### src/rtl/nibble_alu_sequencer.sv
// -----------------------------------------------------------------------------
// nibble_alu_sequencer
//
// Purpose:
//   Initiator side of a 4-bit ALU request interface. One WIDTH-bit operation
//   (add, sub, and, or) is accepted over a valid/ready handshake. It is split
//   into WIDTH/4 nibble requests, issued LSB nibble first, with carry/borrow
//   chained between nibbles. The reassembled result is returned on a
//   valid/ready response port. If the ALU does not answer within TIMEOUT+1
//   WAIT cycles, the operation is aborted and reported with rsp_err.
//
// Parameters:
//   WIDTH   - operand/result width, multiple of 4, minimum 4 (default 16)
//   TIMEOUT - WAIT cycles tolerated without alu_valid, 1..255 (default 15)
//
// Ports:
//   clk, rst              - clock (rising edge), asynchronous active-high reset
//   req_valid / req_ready - request handshake (req_ready is 0 while rst is high)
//   req_a, req_b, req_op  - operands and opcode (00 add, 01 sub, 10 and, 11 or)
//   rsp_valid / rsp_ready - response handshake
//   rsp_s, rsp_cout       - result and final carry/borrow (0 for and/or)
//   rsp_err               - operation aborted by timeout
//   alu_req               - one-cycle pulse launching a nibble operation
//   alu_a, alu_b, alu_op  - nibble operands and opcode, stable until answered
//   alu_cin               - carry-in (add) / borrow-in (sub), 0 for and/or
//   alu_s, alu_cout       - nibble result and carry/borrow-out from the ALU
//   alu_valid             - nibble result valid (only honoured in WAIT)
//
// Optional feature (macro NIBBLE_ALU_SEQUENCER_FLAGS_EN):
//   Adds rsp_zero (result is zero) and rsp_ovf (signed overflow for add/sub),
//   registered with rsp_s. Both are 0 after a timeout.
// -----------------------------------------------------------------------------
module nibble_alu_sequencer #(
  parameter int WIDTH   = 16,
  parameter int TIMEOUT = 15
) (
  input  logic             clk,
  input  logic             rst,
  input  logic             req_valid,
  output logic             req_ready,
  input  logic [WIDTH-1:0] req_a,
  input  logic [WIDTH-1:0] req_b,
  input  logic [1:0]       req_op,
  output logic             rsp_valid,
  input  logic             rsp_ready,
  output logic [WIDTH-1:0] rsp_s,
  output logic             rsp_cout,
  output logic             rsp_err,
`ifdef NIBBLE_ALU_SEQUENCER_FLAGS_EN
  output logic             rsp_zero,
  output logic             rsp_ovf,
`endif
  output logic             alu_req,
  output logic [3:0]       alu_a,
  output logic [3:0]       alu_b,
  output logic [1:0]       alu_op,
  output logic             alu_cin,
  input  logic [3:0]       alu_s,
  input  logic             alu_cout,
  input  logic             alu_valid
);

  localparam int N  = WIDTH / 4;
  localparam int IW = (N > 1) ? $clog2(N) : 1;
  localparam int TW = 8;

  localparam logic [IW-1:0] LAST_IDX = IW'(N - 1);
  localparam logic [TW-1:0] TMO      = TW'(TIMEOUT);

  localparam logic [1:0] OP_ADD = 2'b00;
  localparam logic [1:0] OP_SUB = 2'b01;

  typedef enum logic [1:0] {
    IDLE  = 2'd0,
    ISSUE = 2'd1,
    WAIT  = 2'd2,
    DONE  = 2'd3
  } state_t;

  state_t           state_q, state_d;
  logic [WIDTH-1:0] a_q, a_d;
  logic [WIDTH-1:0] b_q, b_d;
  logic [1:0]       op_q, op_d;
  logic [IW-1:0]    idx_q, idx_d;
  logic             carry_q, carry_d;
  logic [TW-1:0]    timer_q, timer_d;
  logic [WIDTH-1:0] res_q, res_d;
  logic             rsp_valid_q, rsp_valid_d;
  logic             rsp_cout_q, rsp_cout_d;
  logic             rsp_err_q, rsp_err_d;
  logic             alu_req_q, alu_req_d;
  logic [3:0]       alu_a_q, alu_a_d;
  logic [3:0]       alu_b_q, alu_b_d;
  logic [1:0]       alu_op_q, alu_op_d;
  logic             alu_cin_q, alu_cin_d;
`ifdef NIBBLE_ALU_SEQUENCER_FLAGS_EN
  logic             rsp_zero_q, rsp_zero_d;
  logic             rsp_ovf_q, rsp_ovf_d;
`endif

  logic accept;
  logic is_arith;

  // Gated by rst so a client never sees a ready during the reset pulse.
  assign req_ready = (state_q == IDLE) && !rst;
  assign accept    = req_valid && req_ready;
  assign is_arith  = (op_q == OP_ADD) || (op_q == OP_SUB);

  // ---------------------------------------------------------------------------
  // Next-state and output logic. All outputs are registered: their next value
  // is derived from the next state so that alu_req lines up exactly with the
  // single ISSUE cycle and rsp_valid with DONE.
  // ---------------------------------------------------------------------------
  always_comb begin
    state_d     = state_q;
    a_d         = a_q;
    b_d         = b_q;
    op_d        = op_q;
    idx_d       = idx_q;
    carry_d     = carry_q;
    timer_d     = timer_q;
    res_d       = res_q;
    rsp_cout_d  = rsp_cout_q;
    rsp_err_d   = rsp_err_q;
    alu_a_d     = alu_a_q;
    alu_b_d     = alu_b_q;
    alu_op_d    = alu_op_q;
    alu_cin_d   = alu_cin_q;
`ifdef NIBBLE_ALU_SEQUENCER_FLAGS_EN
    rsp_zero_d  = rsp_zero_q;
    rsp_ovf_d   = rsp_ovf_q;
`endif

    case (state_q)
      IDLE: begin
        if (accept) begin
          a_d        = req_a;
          b_d        = req_b;
          op_d       = req_op;
          idx_d      = '0;
          carry_d    = 1'b0;
          res_d      = '0;
          rsp_cout_d = 1'b0;
          rsp_err_d  = 1'b0;
`ifdef NIBBLE_ALU_SEQUENCER_FLAGS_EN
          rsp_zero_d = 1'b0;
          rsp_ovf_d  = 1'b0;
`endif
          state_d    = ISSUE;
        end
      end

      ISSUE: begin
        timer_d = '0;
        state_d = WAIT;
      end

      WAIT: begin
        // A response in the same cycle as timer expiry still counts.
        if (alu_valid) begin
          for (int i = 0; i < N; i++) begin
            if (idx_q == IW'(i)) begin
              res_d[4*i +: 4] = alu_s;
            end
          end
          carry_d = alu_cout;
          if (idx_q == LAST_IDX) begin
            rsp_cout_d = is_arith ? alu_cout : 1'b0;
`ifdef NIBBLE_ALU_SEQUENCER_FLAGS_EN
            rsp_zero_d = (res_d == '0);
            if (op_q == OP_ADD) begin
              rsp_ovf_d = (a_q[WIDTH-1] == b_q[WIDTH-1]) &&
                          (res_d[WIDTH-1] != a_q[WIDTH-1]);
            end else if (op_q == OP_SUB) begin
              rsp_ovf_d = (a_q[WIDTH-1] != b_q[WIDTH-1]) &&
                          (res_d[WIDTH-1] != a_q[WIDTH-1]);
            end else begin
              rsp_ovf_d = 1'b0;
            end
`endif
            state_d = DONE;
          end else begin
            idx_d   = idx_q + 1'b1;
            state_d = ISSUE;
          end
        end else if (timer_q == TMO) begin
          // Abort: nibbles never answered stay 0 in the result.
          rsp_err_d  = 1'b1;
          rsp_cout_d = 1'b0;
`ifdef NIBBLE_ALU_SEQUENCER_FLAGS_EN
          rsp_zero_d = 1'b0;
          rsp_ovf_d  = 1'b0;
`endif
          state_d    = DONE;
        end else begin
          timer_d = timer_q + 1'b1;
        end
      end

      DONE: begin
        if (rsp_ready) begin
          rsp_err_d = 1'b0;
          state_d   = IDLE;
        end
      end

      default: begin
        state_d = IDLE;
      end
    endcase

    // Drive the nibble operands only when launching; they then hold through
    // WAIT because the registers simply keep their value.
    alu_req_d = (state_d == ISSUE);
    if (state_d == ISSUE) begin
      for (int i = 0; i < N; i++) begin
        if (idx_d == IW'(i)) begin
          alu_a_d = a_d[4*i +: 4];
          alu_b_d = b_d[4*i +: 4];
        end
      end
      alu_op_d  = op_d;
      alu_cin_d = op_d[1] ? 1'b0 : carry_d;
    end

    rsp_valid_d = (state_d == DONE);
  end

  // ---------------------------------------------------------------------------
  // State registers
  // ---------------------------------------------------------------------------
  always_ff @(posedge clk or posedge rst) begin
    if (rst) begin
      state_q     <= IDLE;
      a_q         <= '0;
      b_q         <= '0;
      op_q        <= '0;
      idx_q       <= '0;
      carry_q     <= 1'b0;
      timer_q     <= '0;
      res_q       <= '0;
      rsp_valid_q <= 1'b0;
      rsp_cout_q  <= 1'b0;
      rsp_err_q   <= 1'b0;
      alu_req_q   <= 1'b0;
      alu_a_q     <= '0;
      alu_b_q     <= '0;
      alu_op_q    <= '0;
      alu_cin_q   <= 1'b0;
`ifdef NIBBLE_ALU_SEQUENCER_FLAGS_EN
      rsp_zero_q  <= 1'b0;
      rsp_ovf_q   <= 1'b0;
`endif
    end else begin
      state_q     <= state_d;
      a_q         <= a_d;
      b_q         <= b_d;
      op_q        <= op_d;
      idx_q       <= idx_d;
      carry_q     <= carry_d;
      timer_q     <= timer_d;
      res_q       <= res_d;
      rsp_valid_q <= rsp_valid_d;
      rsp_cout_q  <= rsp_cout_d;
      rsp_err_q   <= rsp_err_d;
      alu_req_q   <= alu_req_d;
      alu_a_q     <= alu_a_d;
      alu_b_q     <= alu_b_d;
      alu_op_q    <= alu_op_d;
      alu_cin_q   <= alu_cin_d;
`ifdef NIBBLE_ALU_SEQUENCER_FLAGS_EN
      rsp_zero_q  <= rsp_zero_d;
      rsp_ovf_q   <= rsp_ovf_d;
`endif
    end
  end

  assign rsp_valid = rsp_valid_q;
  assign rsp_s     = res_q;
  assign rsp_cout  = rsp_cout_q;
  assign rsp_err   = rsp_err_q;
  assign alu_req   = alu_req_q;
  assign alu_a     = alu_a_q;
  assign alu_b     = alu_b_q;
  assign alu_op    = alu_op_q;
  assign alu_cin   = alu_cin_q;
`ifdef NIBBLE_ALU_SEQUENCER_FLAGS_EN
  assign rsp_zero  = rsp_zero_q;
  assign rsp_ovf   = rsp_ovf_q;
`endif

endmodule

### config.mk
export PLATFORM = sky130hd
export DESIGN_NAME = nibble_alu_sequencer
export DESIGN_NICKNAME = d
export VERILOG_FILES = /design/src/rtl/nibble_alu_sequencer.sv
export SDC_FILE = /design/constraint.sdc
export NUM_CORES = 1
export LEC_CHECK = 0
export BUFFER_PORTS_ARGS = -buffer_cell sky130_fd_sc_hd__buf_2
export CORE_UTILIZATION = 59
export DETAILED_ROUTE_END_ITERATION = 12
export HOLD_SLACK_MARGIN = 0.1
export PLACE_DENSITY = 0.93
export SETUP_SLACK_MARGIN = 0.02
export SYNTH_ARGS = -nofsm -noshare
export SYNTH_HDL_FRONTEND = slang
export SYNTH_SLANG_ARGS = --single-unit
export TNS_END_PERCENT = 50
### constraint.sdc
create_clock -name clk -period 4.6 [get_ports clk]
set_input_delay 0.92 -clock clk [delete_from_list [all_inputs] [get_ports clk]]
set_output_delay 0.92 -clock clk [all_outputs]
set_load 0.05 [all_outputs]
-- Word level (Yosys, flattened, before mapping)
Cells that the tools add are included.
- output and inout bits: 32
- bits of input ports: 44
- flip-flop bits (word level): 78
- multiplexer cells: 48
- $add $sub $neg: 2
- reductions and logical operators: 20
- equality and inequality tests: 25
- operators by type and width (kind ; number):
    $mux 16 ; 6
    $mux 4 ; 12
    $pmux 16 s2 ; 1
    $mux 2 ; 10
    $ne 2x2->1 const B ; 10
    $reduce_and 4->1 ; 5
    $mux 8 ; 2
    $pmux 8 s2 ; 1
    $eq 2x2->1 const B ; 7
    $mux 1 ; 11
    $eq 2x1->1 const B ; 5
    $add 8x1->8 const B ; 1
    $eq 8x4->1 const B ; 1
    $logic_not 2->1 ; 4
    $pmux 2 s4 ; 1
    $ne 3x3->1 const B ; 2
    $reduce_and 5->1 ; 1
    $pmux 1 s2 ; 2
    $pmux 2 s2 ; 1
    $reduce_bool 2->1 ; 2
    $reduce_bool 4->1 ; 1
    $pmux 1 s3 ; 1
    $reduce_and 3->1 ; 1
    $reduce_bool 3->1 ; 1
    5 further kinds ; 6

-- Logic depth before layout (Yosys ltp)
Gate-level depths: netlist (run 1).
- depth in word-level cells: 10
- mapped depth: 11

-- Worst setup path before layout (run 1)
Ideal clock, no wire load.
- path kind: input to register
- start point: input port rst
- end point: register alu_b_q[3] (netlist: alu_b[3])
- data required time: 4.475 ns
- setup slack: 0.879 ns
- data arrival time: 3.596 ns
- cell stages on the path: 5
- library setup time: 0.125 ns
- cell sequence: inv_1 -> a41o_1 -> nor2_1 -> a32o_1 -> mux2_2
- cells in the longest elaborated chain, start to end: 9
- elaborated cells on any way between the ends: 20
- those cells by class: eq/ne: 4; mux: 10; reduce/logical: 6
- RTL lines (item ; line ; text):
    start: declaration ; 38 ; input logic rst,
    $logic_not 1->1 (no line) * ; - ;
    $logic_and 1x1->1 * ; 105 ; assign req_ready = (state_q == IDLE) && !rst;
    $logic_and 1x1->1 * ; 106 ; assign accept = req_valid && req_ready;
    $mux 2 / $mux 16 (equally long branches) ; 136 ; if (accept) begin
    $pmux 2 s2 / $mux 16 (equally long branches) ; 134 ; case (state_q)
    $eq 2x1->1 / $mux 4 (equally long branches) ; 217 ; if (idx_d == IW'(i)) begin
    $mux 4 (3 in series) ; 217 ;
    end signal: assignment ; 268 ; alu_b_q <= alu_b_d;
    end: declaration ; 93 ; logic [3:0] alu_b_q, alu_b_d;
Mark *: on every way between the ends. The rest lies on a longest branch, timed or not. The select of a mux whose other input is x is not followed.
A chain may end at the register's enable or synchronous reset.

-- Worst setup path after layout (run 1)
- start point: register state_q[0]
- end point: register alu_a_q[3] (netlist: alu_a[3])
- cells in the longest elaborated chain, start to end: 9
- elaborated cells on any way between the ends: 26
- those cells by class: eq/ne: 7; mux: 13; reduce/logical: 6
- RTL lines (item ; line ; text):
    start: declaration ; 80 ; state_t state_q, state_d;
    start signal: assignment ; 255 ; state_q <= state_d;
    $logic_not 2->1 ; 105, 134 ;
    $logic_and 1x1->1 ; 105 ;
    $logic_and 1x1->1 ; 106 ;
    $mux 2 / $mux 16 (equally long branches) ; 136 ;
    $pmux 2 s2 / $mux 16 (equally long branches) ; 134 ;
    $eq 2x1->1 / $mux 4 (equally long branches) ; 217 ;
    $mux 4 (3 in series) ; 217 ;
    end signal: assignment ; 267 ; alu_a_q <= alu_a_d;
    end: declaration ; 92 ; logic [3:0] alu_a_q, alu_a_d;
Several ways; a longest one is shown, not always the timed one. The select of a mux whose other input is x is not followed.

==> results of run 1 <==
final cells by class:
| type | instances | area (µm²) | share of cell area, % |
|---|---|---|---|
| sequential | 78 | 1950 | 44.8 |
| timing repair buffer | 78 | 398 | 9.12 |
| clock inverter | 3 | 42.5 | 0.976 |
| clock buffer | 12 | 165 | 3.79 |
| multi-input combinational | 264 | 1690 | 38.7 |
| inverter | 6 | 22.5 | 0.516 |
| tap | 75 | 93.8 | 2.15 |
worst max-delay path: stages (launching register included):
cell and delay, ns:
dfrtp_1 0.43, inv_1 0.13, ha_1 0.43, inv_1 0.41
a41o_1 0.46, nor2_1 0.85, o211ai_1 0.26, a31oi_1 0.26
state kept, by name, indices dropped and copies added (netlist names):
register,count
idx_q,2
rsp_err,1
carry_q,1
state_q,2
a_q,16
alu_cin,1
rsp_s,16
alu_op,2
rsp_cout,1
timer_q,8
alu_a,4
alu_req,1
rsp_valid,1
op_q,2
alu_b,4
b_q,16
where the power goes:
part | leakage, nW | switching, mW | internal (mW) | total [mW]
clock | 0.104 | 0.248 | 0.291 | 0.539
combinational | 1.05 | 0.982 | 0.480 | 1.46
sequential | 0.994 | 0.145 | 0.947 | 1.09
total | 2.14 | 1.37 | 1.72 | 3.09
worst min-delay path by stage:
stage | from | to | cells past startpoint
5_1_grt | b_q[3] | b_q[3] | 2
3_5_place_dp | b_q[7] | b_q[7] | 2
6_report | b_q[7] | b_q[7] | 2
3_3_place_gp | b_q[7] | b_q[7] | 2
2_1_floorplan | op_q[0] | op_q[0] | 2
4_1_cts | b_q[7] | b_q[7] | 2
routing by layer:
metal	vias up	routed length [µm]	GRT usage (%)
met1	1532	3720	38.7
li1	1444	-	-
met2	128	4390	47.7
met3	16	562	5.00
met4	0	144	13.0
met5	-	0	0
cell families after synthesis:
group	count (synthesis)
fa+ha+maj	6
mux	25
xor+xnor	4
simple gates	142
compound gates	87
flops	78
buf+inv	26
cells in the final DEF (no fill, tap or decap), types with 2 or more instances in the layout:
master    instances
nand2b_1          3
a21oi_2           2
dfrtp_1          78
xor2_1            3
inv_1             4
or3_1            15
nor2_1           13
mux2i_1           6
or2_2             3
a22oi_1          13
clkbuf_8         12
ha_1              6
a31oi_1          17
mux2_2           17
o211ai_1         14
o21ai_0          19
a21oi_1           5
a21o_1            3
nand4_1           2
mux2_4            2
nor2b_1           6
and3_1            3
buf_2            75
nand2_1          85
buf_4             3
a22o_1            3
==> flow_metrics.tcl, run 1 <==
set metrics [dict create \
    final_util_pct 72.4 \
    pre_cts_ws_ns 1.32 \
    grt_max_degree 79 \
    p_total_mw 3.09 \
    drive_above_1_share_pct 28.8 \
    fin_crit_sh_pct 72.6 \
    syn-cell-area_um2 3770 \
    min_path_type "reg -> reg" \
    finalClockSkew_ns 0.00551 \
    die_w_um 82.0 \
    grt_pass1_wl_um 14600 \
    synth_simple_gate_area_share_pct 18.1 \
    yosysTopAreaCellShare_pct 51.8 \
    period_needed_ns 3.34 \
    synth_top_family_by_area "simple AND/OR/NAND/NOR gates" \
    avgRoutedWirePerCell_um 17.1 \
    die-area_um2 6720 \
    n_antenna_cell 0 \
    cts_resized 0 \
    synth-async-reset-ratio_pct 100 \
    synth_compound_gate_area_share_pct 16.2 \
    final_cell_area_um2 4360 \
    setup_ws_ns 1.26 \
    crit_path_end "alu_a[3]" \
    r2r_slack_ns 1.26 \
    syn-num-nets 418 \
    ir_worst_vdd_mv 0.473 \
    clk_latency_ns 0.35 \
    whs_ns 0.478 \
    cts_root_buf "clkbuf_8" \
    gp_congestion 0.877 \
    routed_wl_um 8820 \
    ys_seq_area_share_pct 51.8 \
    postCtsSetupBuffers 0 \
    dr.pass1.iters 5 \
    r2r_start "state_q[0]" \
    vias_per_cell 6.05 \
    power_leakage_nw 2.14 \
    end_kind "flop" \
    rsz0062_at_grt "no" \
    drt_iter0_markers 284 \
    n_fill_cell 444 \
    synth_edf_count 0 \
    via_count 3120 \
    slew-limit-headroom_pct 30.7 \
    antenna_found_initial 0 \
    cts.sinks 78 \
    synth_xor_area_share_pct 0.929 \
    synth_warnings 0 \
    ys_types 53 \
    synth-seq-cells 78 \
    synthAdderAreaFrac_pct 1.99 \
    synthCells 368 \
    core_region_area_um2 6030 \
    dp_cells 501 \
    drc_errors 0 \
    crit_required_ns 4.86 \
    status "finished clean" \
    cts_buffers 9 \
    nets 487 \
    clock.fmax_ghz 0.299 \
    cap_violations 0 \
    ys.flop_type "dfrtp_1" \
    cts_buffer_depth 2 \
    reg2reg_depth 7 \
    synthMuxAreaShare_pct 7.47 \
    netlist.top_cell.by_area "dfrtp_1" \
    power_density_nw_per_um2 709 \
    final_antenna_net_count 0 \
    syn2layout_area_growth_pct 15.6 \
    ctsHoldBuffers 0 \
    synth_area_leaders "dfrtp_1, nand2_1, mux2_2, a31oi_1, o211ai_1" \
    die_h_um 82.0 \
    crit_type "reg -> reg" \
    dp_hpwl_um 5970 \
    worst-slew-pin-transition_ns 1.04 \
    layoutNonFillerInstCount 516 \
    io_pins 76 \
    setup_viol 0 \
    cts_tree "yes" \
    placed_area_um2 4150 \
    yosysMostFrequentCell "nand2_1" \
    row_count 28 \
    synthTopCellsByCount "nand2_1, dfrtp_1, o21ai_0, a31oi_1, mux2_2" \
    cts-htree-levels 3 \
    grt_util_all_layers_pct 29.4 \
    start_util_pct 62.6 \
    worst-path-max-fanout 20 \
    timing_hold_violations_final 0 \
    cp.arrival_ns 3.60 \
    finalMaxSlewViolations 0 \
    timing.rr.end "alu_a[3]" \
    grt_pass1_vias 3012 \
    clk_pin_slew_ns 0.08 \
    gr-total-overflow 0 \
    startpoint_type "flop" \
    portBuffers 75 \
    syn_avg_cell_area_um2 10.2 \
    tns_ns 0 \
    crit_path_start "state_q[0]" \
]
Power figures use the tool's default switching activity.
==> run 2, diff against run 1 <==
--- a/config.mk
+++ b/config.mk
@@ -6,10 +6,10 @@
 export NUM_CORES = 1
 export LEC_CHECK = 0
 export BUFFER_PORTS_ARGS = -buffer_cell sky130_fd_sc_hd__buf_2
-export CORE_UTILIZATION = 59
+export CORE_UTILIZATION = 50
 export DETAILED_ROUTE_END_ITERATION = 12
 export HOLD_SLACK_MARGIN = 0.1
-export PLACE_DENSITY = 0.93
+export PLACE_DENSITY = 0.85
 export SETUP_SLACK_MARGIN = 0.02
 export SYNTH_ARGS = -nofsm -noshare
 export SYNTH_HDL_FRONTEND = slang
==> constraint.sdc (replaced) <==
create_clock -name clk -period 3 [get_ports clk]
set_input_delay 0.6 -clock clk [delete_from_list [all_inputs] [get_ports clk]]
set_output_delay 0.6 -clock clk [all_outputs]
set_load 0.05 [all_outputs]
==> flow_metrics.tcl, run 2 (synthesis results as in run 1) <==
set metrics [dict create \
    hold_depth 3 \
    drive_above_1_share_pct 29.5 \
    gr-total-overflow 0 \
    power.internal_mw 2.71 \
    finalClockSkew_ns 0.00824 \
    n_antenna_cell 0 \
    clk_pin_slew_ns 0.08 \
    cts-htree-levels 3 \
    crit_required_ns 3.23 \
    via_count 3074 \
    ctsHoldBuffers 0 \
    final_common_cell "nand2_1" \
    die_w_um 88.8 \
    power.switching_mw 2.09 \
    finalMaxSlewViolations 0 \
    layout_common_cells "nand2_1, dfrtp_1, buf_2, o21ai_0" \
    grt_max_degree 79 \
    avgRoutedWirePerCell_um 16.0 \
    drc_errors 0 \
    min_to "b_q[3]" \
    postCtsSetupBuffers 0 \
    crit_type "reg -> reg" \
    hp-start "req_b[3]" \
    setup_viol 0 \
    seqPwrFrac_pct 34.9 \
    worst-slew-pin-transition_ns 0.966 \
    die_h_um 88.8 \
    nets 493 \
    antenna_found_initial 0 \
    timing.rr.end "alu_b[3]" \
    period_needed_ns 2.57 \
    grt_util_all_layers_pct 24.4 \
    cts.sinks 78 \
    grt_pass1_wl_um 14500 \
    io_pins 76 \
    rsz0062_at_grt "no" \
    routed_wl_um 8720 \
    r2r_start "state_q[1]" \
    end_kind "flop" \
    vias_per_cell 5.63 \
    cts_root_buf "clkbuf_8" \
    core_region_area_um2 7250 \
    cts_resized 0 \
    multi_input_area_um2 1690 \
    cp.arrival_ns 2.80 \
    clock.fmax_ghz 0.390 \
    power_frac_comb_pct 47.7 \
    drt_iter0_markers 232 \
    worst-path-max-fanout 38 \
    swShare_pct 43.6 \
    die-area_um2 7890 \
    grt_pass1_vias 3068 \
    timing_hold_violations_final 0 \
    slew-limit-headroom_pct 35.6 \
    portBuffers 75 \
    dr.pass1.iters 5 \
    status "finished clean" \
    clk_latency_ns 0.35 \
    n_fill_cell 597 \
    cts_buffer_depth 2 \
    regArea_um2 1950 \
    p_total_mw 4.80 \
    clkPwrFrac_pct 17.4 \
    start_util_pct 52.0 \
    startpoint_type "flop" \
    cts_buffers 9 \
    row_count 31 \
    final_util_pct 61.4 \
    fin_crit_sh_pct 85.5 \
    cts_tree "yes" \
    power_density_nw_per_um2 1080 \
    syn2layout_area_growth_pct 18.0 \
    power_leakage_nw 2.17 \
    ir_worst_vdd_mv 0.688 \
    r2r_slack_ns 0.43 \
    gp_congestion 0.837 \
    dp_hpwl_um 6080 \
    cap_violations 0 \
    min_path_type "in -> reg" \
    final_antenna_net_count 0 \
    reg2reg_depth 8 \
]
[run 2: cell count changes in the layout (fill, tap and decap cells not counted), sizes merged]
cell	before	now
clkbuf	12	11
bufinv	1	2
buf	78	84
inv	5	4
clkinvlp	1	2
[run 2: how the worst max path moves through the flow]
stage | start | end | slack (ns)
6_report | state_q[1] | alu_b[3] | 0.43
2_1_floorplan | rst | alu_a[3] | -0.03
4_1_cts | state_q[1] | alu_b[3] | 0.45
5_1_grt | state_q[1] | alu_b[3] | 0.31
3_5_place_dp | state_q[1] | alu_b[3] | 0.47
3_3_place_gp | state_q[1] | alu_op[0] | 0.58
[run 2: through the flow]
| stage | setup WS [ns] | cell area [µm²] | instances | hold WS, ns | TNS, ns |
|---|---|---|---|---|---|
| CTS | 0.454 | 4450 | 546 | 0.457 | 0 |
| detailed placement | 0.474 | 4250 | 531 | 0.460 | 0 |
| global placement | 0.582 | 4250 | 531 | 0.453 | 0 |
| global route | 0.309 | 4450 | 546 | 0.468 | 0 |
| floorplan | -0.0282 | 3780 | 368 | 0.436 | -0.0554 |
| finish | 0.435 | 4450 | 546 | 0.471 | 0 |
[run 2: critical path: stages (launching register included)]
cell	delay (ns)
dfrtp_1	0.44
inv_1	0.15
ha_1	0.34
and3b_1	0.25
buf_12	0.22
o21ai_0	0.13
nand4_2	0.22
and3_4	0.35
mux2_2	0.36
[run 2: power by group through the flow]
stage	registers, mW	logic [mW]	clock network (mW)
detailed placement	1.69	2.27	0
CTS	1.67	2.30	0.851
floorplan	2.10	1.32	0
global route	1.71	2.49	0.893
global placement	1.66	2.20	0
finish	1.67	2.29	0.835
[run 2: layout make-up]
cell class / count / share of cell area (%)
well taps: 99 / 2.78
clock buffers: 11 / 2.95
clock inverters: 4 / 1.63
flip-flops and latches: 78 / 43.9
multi-input cells: 264 / 38.0
repair buffers: 84 / 10.2
inverters: 6 / 0.590
[run 2: metal layers]
metal / track usage (%) / part of all wire (%)
met1: 31.8 / 42
met2: 40.4 / 50
met3: 4.66 / 5.5
met4: 9.68 / 2.1
met5: 0 / 0
==> run 3, diff against run 2 <==
--- a/config.mk
+++ b/config.mk
@@ -5,13 +5,13 @@
 export SDC_FILE = /design/constraint.sdc
 export NUM_CORES = 1
 export LEC_CHECK = 0
+export ABC_AREA = 1
 export BUFFER_PORTS_ARGS = -buffer_cell sky130_fd_sc_hd__buf_2
-export CORE_UTILIZATION = 50
+export CORE_UTILIZATION = 49
 export DETAILED_ROUTE_END_ITERATION = 12
 export HOLD_SLACK_MARGIN = 0.1
-export PLACE_DENSITY = 0.85
+export PLACE_DENSITY = 0.83
 export SETUP_SLACK_MARGIN = 0.02
 export SYNTH_ARGS = -nofsm -noshare
 export SYNTH_HDL_FRONTEND = slang
 export SYNTH_SLANG_ARGS = --single-unit
-export TNS_END_PERCENT = 50
==> flow_metrics.tcl, run 3 <==
set metrics [dict create \
    dr.pass1.iters 4 \
    synthCells 456 \
    cp_slowest_stage_delay_ns 0.42 \
    ir_worst_vdd_mv 0.645 \
    dp_hpwl_um 5760 \
    cts_resized 0 \
    n_antenna_cell 0 \
    power_density_nw_per_um2 1080 \
    synth_warnings 0 \
    clock.fmax_ghz 0.411 \
    power_frac_comb_pct 48.7 \
    cts_tree "yes" \
    cts_buffers 9 \
    routed_wl_um 7820 \
    io_pins 76 \
    syn-cell-area_um2 3690 \
    swShare_pct 47.2 \
    startpoint_type "flop" \
    final_util_pct 60.1 \
    drc_errors 0 \
    worst-slew-pin-transition_ns 0.956 \
    syn_avg_cell_area_um2 8.10 \
    cp.arrival_ns 2.72 \
    drive_above_1_share_pct 21.5 \
    grt_pass1_vias 2929 \
    cts_root_buf "clkbuf_8" \
    cp_cell_sequence "inv_1 > ha_1 > nand3_4 > inv_1 > o21ai_0 > a21oi_2 > nand3_1 > nand2_1" \
    cts_buffer_depth 2 \
    min_path_type "reg -> reg" \
    final_common_cell "nand2_1" \
    final_antenna_net_count 0 \
    gp_congestion 0.847 \
    end_kind "flop" \
    die-area_um2 7890 \
    setup_ws_ns 0.564 \
    drt_iter0_markers 174 \
    crit_type "reg -> reg" \
    setup_viol 0 \
    synth-seq-cells 78 \
    crit_family "compound AO/OA/AOI/OAI gates" \
    die_w_um 88.8 \
    postCtsSetupBuffers 0 \
    yosysMostFrequentCell "nand2_1" \
    path_buf_inv 2 \
    finalClockSkew_ns 0.00632 \
    cp_slowest_cell "dfrtp_1" \
    rsz0062_at_grt "no" \
    tns_ns 0 \
    portBuffers 75 \
    fin_crit_sh_pct 81.2 \
    gr-total-overflow 0 \
    finalMaxSlewViolations 0 \
    layout_common_cells "nand2_1, dfrtp_1, buf_2, inv_1, o21ai_0" \
    cts.sinks 78 \
    ys.flop_type "dfrtp_1" \
    period_needed_ns 2.44 \
    row_count 31 \
    yosysTopAreaCellShare_pct 52.8 \
    synth_edf_count 0 \
    netlist.top_cell.by_area "dfrtp_1" \
    seqPwrFrac_pct 35.3 \
    synth_area_leaders "dfrtp_1, nand2_1, o21ai_0, inv_1, nand3_1" \
    clkPwrFrac_pct 16.0 \
    synth-async-reset-ratio_pct 100 \
    grt_pass1_wl_um 13200 \
    ys_types 27 \
    syn-num-nets 506 \
    cap_violations 0 \
    power_leakage_nw 2.40 \
    timing_hold_violations_final 0 \
    ys_seq_area_share_pct 52.8 \
    cts-htree-levels 3 \
    avgRoutedWirePerCell_um 12.2 \
    core_region_area_um2 7250 \
    clk_latency_ns 0.34 \
    synthTopCellsByCount "nand2_1, dfrtp_1, inv_1, o21ai_0, nand3_1" \
    via_count 3142 \
    crit_required_ns 3.28 \
    pre_cts_ws_ns 0.571 \
    vias_per_cell 4.92 \
    grt_util_all_layers_pct 22.3 \
    start_util_pct 50.9 \
    die_h_um 88.8 \
    critPathMostFrequentCell "inv_1" \
    worst-path-max-fanout 30 \
    syn2layout_area_growth_pct 18.0 \
    slew-limit-headroom_pct 36.3 \
    ctsHoldBuffers 0 \
    antenna_found_initial 0 \
    grt_max_degree 79 \
    clk_pin_slew_ns 0.07 \
    power.switching_mw 2.22 \
    power.internal_mw 2.49 \
    nets 585 \
    status "finished clean" \
]
-- run 3: layout make-up --
cell class / instances / area [µm²]
Clock buffer: 11 / 141
Clock inverter: 4 / 47.5
Fill cell: 669 / 2890
Inverter: 60 / 229
Multi-Input combinational cell: 307 / 1460
Sequential cell: 78 / 1950
Tap cell: 99 / 124
Timing Repair Buffer: 79 / 405
-- run 3: path summary, 6_finish.rpt --
check / startpoint / end / slack, ns / cells after the start
max: state_q[0] / alu_b[2] / 0.56 / 8
min: op_q[1] / rsp_cout / 0.46 / 1
max reg2reg: state_q[0] / alu_b[2] / 0.56 / 8
min reg2reg: op_q[1] / rsp_cout / 0.46 / 1
max in group asynchronous: rst / timer_q[3] / 1.75 / 3
min in group asynchronous: rst / rsp_err / 0.62 / 3
-- run 3: kinds of logic after synthesis --
family	synth area share [%]
multiplexers	0.610
buffers and inverters	7.79
flip-flops	52.8
AO/OA/AOI/OAI	9.45
AND/OR/NAND/NOR	26.8
XOR/XNOR	0.474
adder cells (fa/ha/maj)	2.03
-- run 3: metrics by stage --
stage / std cells / cell area [µm²] / total power [mW] / hold slack (ns)
2_1_floorplan: 456 / 3710 / 3.45 / 0.422
3_3_place_gp: 623 / 4170 / 3.93 / 0.453
3_5_place_dp: 623 / 4170 / 3.98 / 0.448
4_1_cts: 638 / 4360 / 4.75 / 0.457
5_1_grt: 638 / 4360 / 5.11 / 0.476
6_report: 638 / 4360 / 4.71 / 0.458
-- run 3: routing by layer --
metal | share of wire (%) | routed length [µm] | global-route usage (%)
met1 | 45 | 3500 | 29.4
met2 | 48 | 3780 | 36.1
met3 | 4.9 | 384 | 5.13
met4 | 2.0 | 155 | 8.21
met5 | 0 | 0 | 0
-- run 3: power groups by stage --
stage          Clock, mW  Combinational, mW  Sequential (mW)
4_1_cts            0.776               2.31             1.66
6_report           0.754               2.30             1.66
2_1_floorplan          0               1.27             2.17
5_1_grt            0.818               2.58             1.71
3_5_place_dp           0               2.30             1.68
3_3_place_gp           0               2.26             1.66
